$ cat config.mk
export PLATFORM = sky130hd
export DESIGN_NAME = uart_rx_fifo
export DESIGN_NICKNAME = d
export VERILOG_FILES = /design/src/rtl/uart_pkg.sv /design/src/rtl/uart_sync_fifo.sv /design/src/rtl/uart_rx_fifo.sv
export SDC_FILE = /design/constraint.sdc
export NUM_CORES = 1
export LEC_CHECK = 0
export CORE_AREA = 2 2 95 97
export DETAILED_ROUTE_END_ITERATION = 6
export DIE_AREA = 0 0 97 99
export GPL_ROUTABILITY_DRIVEN = 1
export PLACE_DENSITY_LB_ADDON = 0.3
export SLEW_MARGIN = 20
export SYNTH_ARGS = -nofsm -noshare
export SYNTH_HDL_FRONTEND = slang
export SYNTH_HIERARCHICAL = 1
export SYNTH_SLANG_ARGS = --single-unit
$ cat constraint.sdc
create_clock -name clk -period 2.9 [get_ports clk]
set_clock_uncertainty 0.1 [all_clocks]
set_input_delay 0.435 -clock clk [delete_from_list [all_inputs] [get_ports clk]]
set_output_delay 0.435 -clock clk [all_outputs]
set_load 0.02 [all_outputs]
$ cat src/rtl/uart_pkg.sv
// Shared UART definitions: default widths/depths and RX capture FSM encodings.
// Latency: n/a (constants and types only).
// Backpressure: n/a.
package uart_pkg;

   localparam int UART_WIDTH         = 8;
   localparam int UART_RX_FIFO_DEPTH = 8;

   // Capture FSM: take a byte, pulse the receiver's read-enable, then wait
   // for the receiver to drop its ready flag before looking for the next byte.
   typedef enum logic [1:0] {
      RXF_IDLE     = 2'd0,
      RXF_ACK      = 2'd1,
      RXF_WAIT_CLR = 2'd2
   } rxf_state_t;

endpackage

$ cat src/rtl/uart_sync_fifo.sv
// Generic synchronous FIFO with show-ahead head output, fill level and flush.
// Latency: push visible on o_rd_dat/o_level the cycle after the push edge; pop advances head at the edge.
// Backpressure: push accepted when not full or when a pop frees a slot on the same edge; refused pushes flagged on o_push_drop.
module uart_sync_fifo
   import uart_pkg::*;
#(
   parameter int WIDTH = UART_WIDTH,
   parameter int DEPTH = UART_RX_FIFO_DEPTH,
   parameter int AW    = $clog2(DEPTH)
) (
   input  logic             clk,
   input  logic             rstn,
   input  logic             i_push,
   input  logic [WIDTH-1:0] i_push_dat,
   input  logic             i_pop,
   input  logic             i_flush,
   output logic [WIDTH-1:0] o_rd_dat,
   output logic             o_rd_vld,
   output logic [AW:0]      o_level,
   output logic             o_push_drop
);

   localparam logic [AW:0] LVL_FULL = (AW+1)'(DEPTH);

   logic [WIDTH-1:0] r_mem [DEPTH];
   logic [AW-1:0]    r_wr_ptr;
   logic [AW-1:0]    r_rd_ptr;
   logic [AW:0]      r_level;

   logic             w_nonempty;
   logic             w_pop;
   logic             w_space;
   logic             w_push;

   // Flush overrides both directions; a pop on an empty FIFO is ignored.
   assign w_nonempty  = (r_level != '0);
   assign w_pop       = i_pop & w_nonempty & ~i_flush;
   assign w_space     = (r_level != LVL_FULL) | w_pop;
   assign w_push      = i_push & w_space & ~i_flush;
   assign o_push_drop = i_push & ~w_space & ~i_flush;

   assign o_rd_dat = r_mem[r_rd_ptr];
   assign o_rd_vld = w_nonempty;
   assign o_level  = r_level;

   // Pointers wrap naturally at DEPTH (power of two); level tracks occupancy separately.
   always_ff @(posedge clk or negedge rstn) begin
      if (!rstn) begin
         r_wr_ptr <= '0;
         r_rd_ptr <= '0;
         r_level  <= '0;
      end else if (i_flush) begin
         r_wr_ptr <= '0;
         r_rd_ptr <= '0;
         r_level  <= '0;
      end else begin
         if (w_push) r_wr_ptr <= r_wr_ptr + 1'b1;
         if (w_pop)  r_rd_ptr <= r_rd_ptr + 1'b1;
         r_level <= r_level + (AW+1)'(w_push) - (AW+1)'(w_pop);
      end
   end

   // Storage is not reset; at full with a same-edge pop the write lands in the slot being vacated.
   always_ff @(posedge clk) begin
      if (w_push) r_mem[r_wr_ptr] <= i_push_dat;
   end

endmodule

$ cat src/rtl/uart_rx_fifo.sv
// Drains completed UART RX bytes into a FIFO and acks the receiver; host pops with show-ahead data.
// Latency: byte seen ready at edge N is in the FIFO after N; read-enable pulses N..N+1; 3 cycles min per byte.
// Backpressure: none toward the receiver -- a byte arriving at a full FIFO is acked, dropped and flagged as overrun.
module uart_rx_fifo
   import uart_pkg::*;
#(
   parameter int WIDTH = UART_WIDTH,
   parameter int DEPTH = UART_RX_FIFO_DEPTH,
   parameter int AW    = $clog2(DEPTH)
) (
   input  logic             clk,
   input  logic             rstn,
   input  logic [WIDTH-1:0] uart_rx_data,
   input  logic             uart_rx_ready,
   output logic             uart_rx_read_en,
   input  logic             rd_en,
   output logic [WIDTH-1:0] rd_data,
   output logic             rd_valid,
   output logic [AW:0]      level,
   input  logic [AW:0]      threshold,
   output logic             thr_interpt,
   output logic             overrun,
   input  logic             ovr_clr,
   input  logic             flush
);

   rxf_state_t  r_state;
   logic        r_read_en;
   logic        r_overrun;

   logic        w_capture;
   logic        w_drop;
   logic [AW:0] w_level;

   // A byte is taken only from IDLE, so each ready assertion yields exactly one capture.
   assign w_capture = (r_state == RXF_IDLE) & uart_rx_ready;

   uart_sync_fifo #(
      .WIDTH (WIDTH),
      .DEPTH (DEPTH),
      .AW    (AW)
   ) u_fifo (
      .clk         (clk),
      .rstn        (rstn),
      .i_push      (w_capture),
      .i_push_dat  (uart_rx_data),
      .i_pop       (rd_en),
      .i_flush     (flush),
      .o_rd_dat    (rd_data),
      .o_rd_vld    (rd_valid),
      .o_level     (w_level),
      .o_push_drop (w_drop)
   );

   assign level           = w_level;
   assign uart_rx_read_en = r_read_en;
   assign overrun         = r_overrun;

   // Level never exceeds DEPTH, so a threshold above DEPTH can never fire.
   assign thr_interpt = (threshold != '0) && (w_level >= threshold);

   // Capture FSM with registered read-enable: high only for the cycle spent in ACK.
   always_ff @(posedge clk or negedge rstn) begin
      if (!rstn) begin
         r_state   <= RXF_IDLE;
         r_read_en <= 1'b0;
      end else begin
         r_read_en <= 1'b0;
         case (r_state)
            RXF_IDLE: begin
               if (uart_rx_ready) begin
                  r_state   <= RXF_ACK;
                  r_read_en <= 1'b1;
               end
            end
            RXF_ACK: begin
               r_state <= RXF_WAIT_CLR;
            end
            RXF_WAIT_CLR: begin
               if (!uart_rx_ready) r_state <= RXF_IDLE;
            end
            default: begin
               r_state <= RXF_IDLE;
            end
         endcase
      end
   end

   // Sticky overrun; a new drop on the clear edge keeps it set.
   always_ff @(posedge clk or negedge rstn) begin
      if (!rstn) begin
         r_overrun <= 1'b0;
      end else if (w_drop) begin
         r_overrun <= 1'b1;
      end else if (ovr_clr) begin
         r_overrun <= 1'b0;
      end
   end

endmodule
### Word-level counts from Yosys, hierarchy flattened

Memories as Yosys holds them, arrays and structs flattened.
Cells that the tools add are included.

| operators by class | value |
|---|---|
| add/subtract/negate cells | 4 |
| multiply operators | 0 |
| divide/modulo/power cells | 0 |
| magnitude comparators | 1 |
| equal/unequal tests | 5 |
| shift-type cells | 0 |
| muxes and demuxes | 14 |
| bitwise operators | 10 |
| reduce and logical (&&, ||, !) cells | 8 |

Operators with widths:

| kind | number |
|---|---|
| 2-to-1 mux 3 bit | 4 |
| nonzero test 4 bit | 2 |
| AND 1 bit | 7 |
| adder 3 x 1 -> 3 bit, second input constant | 2 |
| 2-to-1 mux 1 bit | 6 |
| one-hot mux 2 bit (3 select lines) | 1 |
| nonzero test 2 bit | 3 |
| adder 4 x 1 -> 4 bit | 1 |
| greater-or-equal comparator 4 bit | 1 |
| 2-to-1 mux 2 bit | 2 |
| 2-to-1 mux 4 bit | 1 |
| != test 2 bit, second input constant | 2 |
| != test 4 bit, second input constant | 1 |
| subtractor 4 x 1 -> 4 bit | 1 |
| equality test 2 x 1 -> 1 bit, second input constant | 1 |
| equality test 2 bit, second input constant | 1 |
| zero test 2 bit | 1 |
| NOT 1 bit | 2 |
| AND reduction 2 bit | 1 |
| logical AND 1 bit | 1 |
| OR 1 bit | 1 |

| word-level totals | value |
|---|---|
| flip-flop bits (word level) | 14 |
| latch bits | 0 |
| memory bits (writable) | 64 |
| memory bits (read-only) | 0 |
| input bits | 18 |
| output and inout port bits | 16 |
| logic and storage cells | 49 |
| memories kept | 1 |

Memory list:

| memory | depth | width | rd ports | clocked after Yosys merged registers in | wr ports | RTL line | source |
|---|---|---|---|---|---|---|---|
| u_fifo.r_mem | 8 | 8 | 1 | 0 | 1 | uart_sync_fifo.sv:25 | `logic [WIDTH-1:0] r_mem [DEPTH];` |

### Logic depth before layout (Yosys ltp)

| logic depth | value |
|---|---|
| depth after elaboration | 9 |
| depth in mapped cells | 12 |
| mapped depth without buffers | 12 |

### Hierarchy

The synthesis kept the hierarchy.

By module, submodules not included:

| module | times used | cells an instance | area an instance (µm²) | sequential area each (µm²) |
|---|---|---|---|---|
| uart_sync_fifo | 1 | 171 | 3183.1 | 2172.1 |
| uart_rx_fifo | 1 | 26 | 247.7 | 100.1 |

### Least setup slack after synthesis

OpenSTA, ideal clock, no wires.

| path | value |
|---|---|
| path kind | register to register |
| from | register u_fifo.r_level[2] (netlist: u_fifo/o_level[2]) |
| to | register u_fifo.r_level[3] (netlist: u_fifo/o_level[3]) |
| library setup time | 0.125 ns |
| arrival time | 2.502 ns |
| required time | 2.675 ns |
| path slack | 0.173 ns |
| stages on the path, launching flop included | 13 |
| buffers on the path | 0 |
| clock period less this slack | 2.727 ns |
| cell sequence | dfrtp_1 inv_1 ha_1 nor3b_1 inv_1 nand2_1 nor2_1 ha_1 inv_1 ha_1 a21o_1 a21oi_1 mux2_2 |

| between the ends | value |
|---|---|
| cells in the longest elaborated chain, start to end | 9 |
| elaborated cells between the ends (all ways) | 10 |
| those cells by class | add/sub: 2; eq/ne: 1; mux: 1; bitwise: 5; reduce/logical: 1 |

RTL lines:

| what | RTL line | source |
|---|---|---|
| start, declared | uart_sync_fifo.sv:28 | `logic [AW:0] r_level;` |
| start signal, assigned | uart_sync_fifo.sv:59 | `r_level <= r_level + (AW+1)'(w_push) - (AW+1)'(w_pop);` |
| nonzero test 4 bit * | uart_sync_fifo.sv:36 | `assign w_nonempty = (r_level != '0);` |
| net rd_valid | uart_rx_fifo.sv:18 | `output logic rd_valid,` |
| AND 1 bit * (2 in series) | uart_sync_fifo.sv:37 | `assign w_pop = i_pop & w_nonempty & ~i_flush;` |
| OR 1 bit | uart_sync_fifo.sv:38 | `assign w_space = (r_level != LVL_FULL) \| w_pop;` |
| AND 1 bit (2 in series) | uart_sync_fifo.sv:39 | `assign w_push = i_push & w_space & ~i_flush;` |
| adder 4 x 1 -> 4 bit | uart_sync_fifo.sv:59 |  |
| subtractor 4 x 1 -> 4 bit * | uart_sync_fifo.sv:59 |  |
| 2-to-1 mux 4 bit * | uart_sync_fifo.sv:52 | `end else if (i_flush) begin` |

The timed path passes the listed nets; every way through them passes the cells marked *.
A chain may end at the register's enable or synchronous reset.

### Worst setup path after layout

| path | value |
|---|---|
| from | register u_fifo.r_level[2] (netlist: u_fifo/o_level[2]) |
| to | output rd_valid |

| between the ends | value |
|---|---|
| cells in the longest elaborated chain, start to end | 1 |

RTL lines:

| what | RTL line |
|---|---|
| nonzero test 4 bit | uart_sync_fifo.sv:36 |
| end, declared | uart_rx_fifo.sv:18 |

Every way passes these cells.

==> results_dict.tcl <==
set metrics [dict create \
    path_max_fanout 4 \
    power_leakage_nw 1.61 \
    met2_length_um 3080 \
    grt_start_max_net_pins 19 \
    peakVddDrop_v 0.000274 \
    globalRoute.totalOverflow 0 \
    critPathKind "flop to primary output" \
    slew_headroom_pct 54.8 \
    dieArea_um2 9600 \
    initialDrtViolationCount 65 \
    clk_pin_slew_worst_paths_ns 0.08 \
    finalSetupViolCount 0 \
    dpl.hpwl_um 4000 \
    p_sw_mw 0.913 \
    cts_root_buf "clkbuf_8" \
    numCtsBuffers 9 \
    power_density_nw_per_um2 744 \
    intPower_mw 2.23 \
    clockPowerShare_pct 25.8 \
    via_per_inst 5.02 \
    grt_pass1_wl_um 9830 \
    slew_viol_final 0 \
    dieHeight_um 99 \
    initial_utilization_pct 40.1 \
    io_pins 34 \
    ys_seq_elements 78 \
    die_x_um 97 \
    drc 0 \
    clockBufferDepth 2 \
    post-route-period-util_pct 94.2 \
    htreeDepth 3 \
    diodes 0 \
    finalHoldViolCount 0 \
    gp_congestion 0.730 \
    swShare_pct 29.1 \
    place_area_um2 4000 \
    synth_nets 228 \
    synth.distinct_cells 33 \
    syn_to_final_growth_pct 23.0 \
    vias 1848 \
    insertion_delay_ns 0.34 \
    crit_path_end_kind "primary output" \
    met1_length_um 2620 \
    hp-class "flop to flop" \
    ant_nets 0 \
    cts_tree "built" \
    grt_usage_pct 13.7 \
    fin_area_um2 4220 \
    synth_warnings 6 \
    first_global_vias 1917 \
    fillers 732 \
    ys_seq_area_share_pct 66.2 \
    fin_setup_tns_ns 0 \
    antenna_found_initial 0 \
    drv_cap 0 \
    fin_util_pct 49.4 \
    numClockSinks 78 \
    drive_above_1_share_pct 21.9 \
    row_count 34 \
    status "completed" \
    worstMarginPinSlew_ns 0.677 \
    post-cts-setup-buffer-count 0 \
    fp.coreArea_um2 8550 \
    num-nets-final 286 \
    topRoutingLayerUsed "met4" \
    timing.fmax_ghz 0.366 \
    port_buffers 33 \
    cts_hold_buf 0 \
    crit_required_ns 2.37 \
    syn-cell-area_um2 3430 \
    wl_um 5980 \
    seqPwrFrac_pct 43.1 \
    crit_path_start_kind "flop" \
    rsz0062_at_grt "no" \
    cp_data_arrival_time_ns 2.20 \
    min_period_ns 2.73 \
    met3_length_um 163 \
    syn_area_per_cell_um2 17.4 \
    postSynthCellCount 197 \
    avgRoutedWirePerCell_um 16.2 \
    dr.pass1.iters 4 \
    p_comb_share_pct 31.1 \
]
[critical path, stage by stage (launching register included)]
cell,delay [ns]
dfrtp_1,0.41
inv_1,0.12
ha_1,0.19
nor3b_1,0.36
inv_1,0.10
buf_4,0.16
clkdlybuf4s50_1,0.53
[what timing repair did]
action,in CTS,in global routing
gates resized for setup,2,7
endpoints found under the hold margin,0,0
setup endpoints to repair,3,7
[stage by stage]
step / hold slack [ns] / total power, mW / setup WS [ns] / instances
6_report: 0.373 / 3.14 / 0.168 / 368
5_1_grt: 0.399 / 3.33 / 0.0259 / 368
4_1_cts: 0.370 / 3.20 / 0.00516 / 368
3_5_place_dp: 0.359 / 2.38 / 0.0525 / 352
3_3_place_gp: 0.347 / 2.37 / 0.0477 / 352
2_1_floorplan: 0.0394 / 2.02 / 0.173 / 197
[power groups by stage]
stage | sequential, mW | clock, mW | combinational [mW]
global placement | 1.38 | 0 | 0.992
CTS | 1.35 | 0.846 | 1.00
global route | 1.37 | 0.888 | 1.07
detailed placement | 1.38 | 0 | 1.00
finish | 1.35 | 0.810 | 0.977
floorplan | 1.40 | 0 | 0.618
[final timing paths]
check                             startpoint            endpoint  slack, ns  cells after the start
hold reg to reg                   r_state[0]          r_state[0]       0.37                      1
hold / removal                    r_state[0]          r_state[0]       0.37                      1
setup reg to reg           u_fifo/o_level[2]   u_fifo/o_level[3]       0.21                     12
setup / recovery           u_fifo/o_level[2]            rd_valid       0.17                      6
min in group asynchronous               rstn  u_fifo/r_rd_ptr[1]       0.40                      1
max in group asynchronous               rstn   u_fifo/o_level[2]       1.86                      1
[cells in the final DEF, fill, tap and decap left out, types with 9 or more instances in the layout]
| cell | n |
|---|---|
| clkdlybuf4s50_1 | 25 |
| dfrtp_1 | 14 |
| ha_1 | 12 |
| buf_4 | 19 |
| edfxtp_1 | 64 |
| clkbuf_8 | 9 |
| nor2_1 | 14 |
| inv_1 | 14 |
[cells by family (layout without fill, tap and decap cells)]
logic type | count (synthesis) | count (layout) | synth area share [%]
adder cells (fa/ha/maj) | 13 | 13 | 4.96
AO/OA/AOI/OAI | 17 | 17 | 3.03
multiplexers | 28 | 28 | 16.2
XOR/XNOR | 1 | 1 | 0.255
buffers and inverters | 20 | 83 | 2.92
AND/OR/NAND/NOR | 40 | 40 | 6.46
flip-flops | 78 | 78 | 66.2
[flip-flops by register name (all words and copies together), names as in the netlist]
signal           cells
r_state              2
u_fifo/r_rd_ptr      3
u_fifo/o_level       4
u_fifo/r_mem        64
uart_rx_read_en      1
u_fifo/r_wr_ptr      3
overrun              1
[metal layers]
layer | track usage (%) | up-vias
met5 | 0 | -
met4 | 7.15 | 0
met3 | 2.62 | 8
met2 | 23.1 | 29
met1 | 16.8 | 936
li1 | - | 875
[synthesized netlist by cell type]
| library cell | n | area share [%] |
|---|---|---|
| nor3b_1 | 4 | 0.88 |
| buf_2 | 1 | 0.15 |
| inv_1 | 14 | 1.5 |
| nor2_1 | 14 | 1.5 |
| fa_1 | 1 | 0.58 |
| o21ai_0 | 5 | 0.73 |
| a21oi_1 | 4 | 0.58 |
| edfxtp_1 | 64 | 56 |
| xnor2_1 | 1 | 0.26 |
| mux2_2 | 3 | 0.98 |
| mux2i_1 | 1 | 0.29 |
| nand2b_1 | 5 | 0.91 |
| o31a_1 | 1 | 0.26 |
| and3b_1 | 1 | 0.26 |
| mux4_1 | 8 | 6.1 |
| o211ai_1 | 3 | 0.66 |
| mux2_4 | 8 | 3.5 |
| nor2b_1 | 6 | 1.1 |
| clkbuf_1 | 3 | 0.33 |
| a21o_1 | 2 | 0.44 |
| ha_1 | 12 | 4.4 |
| dfrtp_1 | 14 | 10 |
| nand2_1 | 2 | 0.22 |
| buf_6 | 1 | 0.33 |
| nor4_2 | 1 | 0.36 |
| nor3_1 | 2 | 0.29 |
| o21ai_1 | 1 | 0.15 |
| or3b_1 | 1 | 0.26 |
| or3_2 | 1 | 0.22 |
| nand3_1 | 3 | 0.44 |
| o21a_1 | 1 | 0.22 |
| buf_12 | 1 | 0.58 |
| mux4_2 | 8 | 5.3 |
[cell type report]
type,count,area [um2],share of cell area (%)
clock inverters,7,77.6,1.84
flip-flops and latches,78,2270,53.8
well taps,108,135,3.20
repair buffers,53,500,11.9
multi-input cells,99,1060,25.1
inverters,14,52.6,1.25
clock buffers,9,124,2.94
Note: power is estimated with default switching activity, not from simulation.
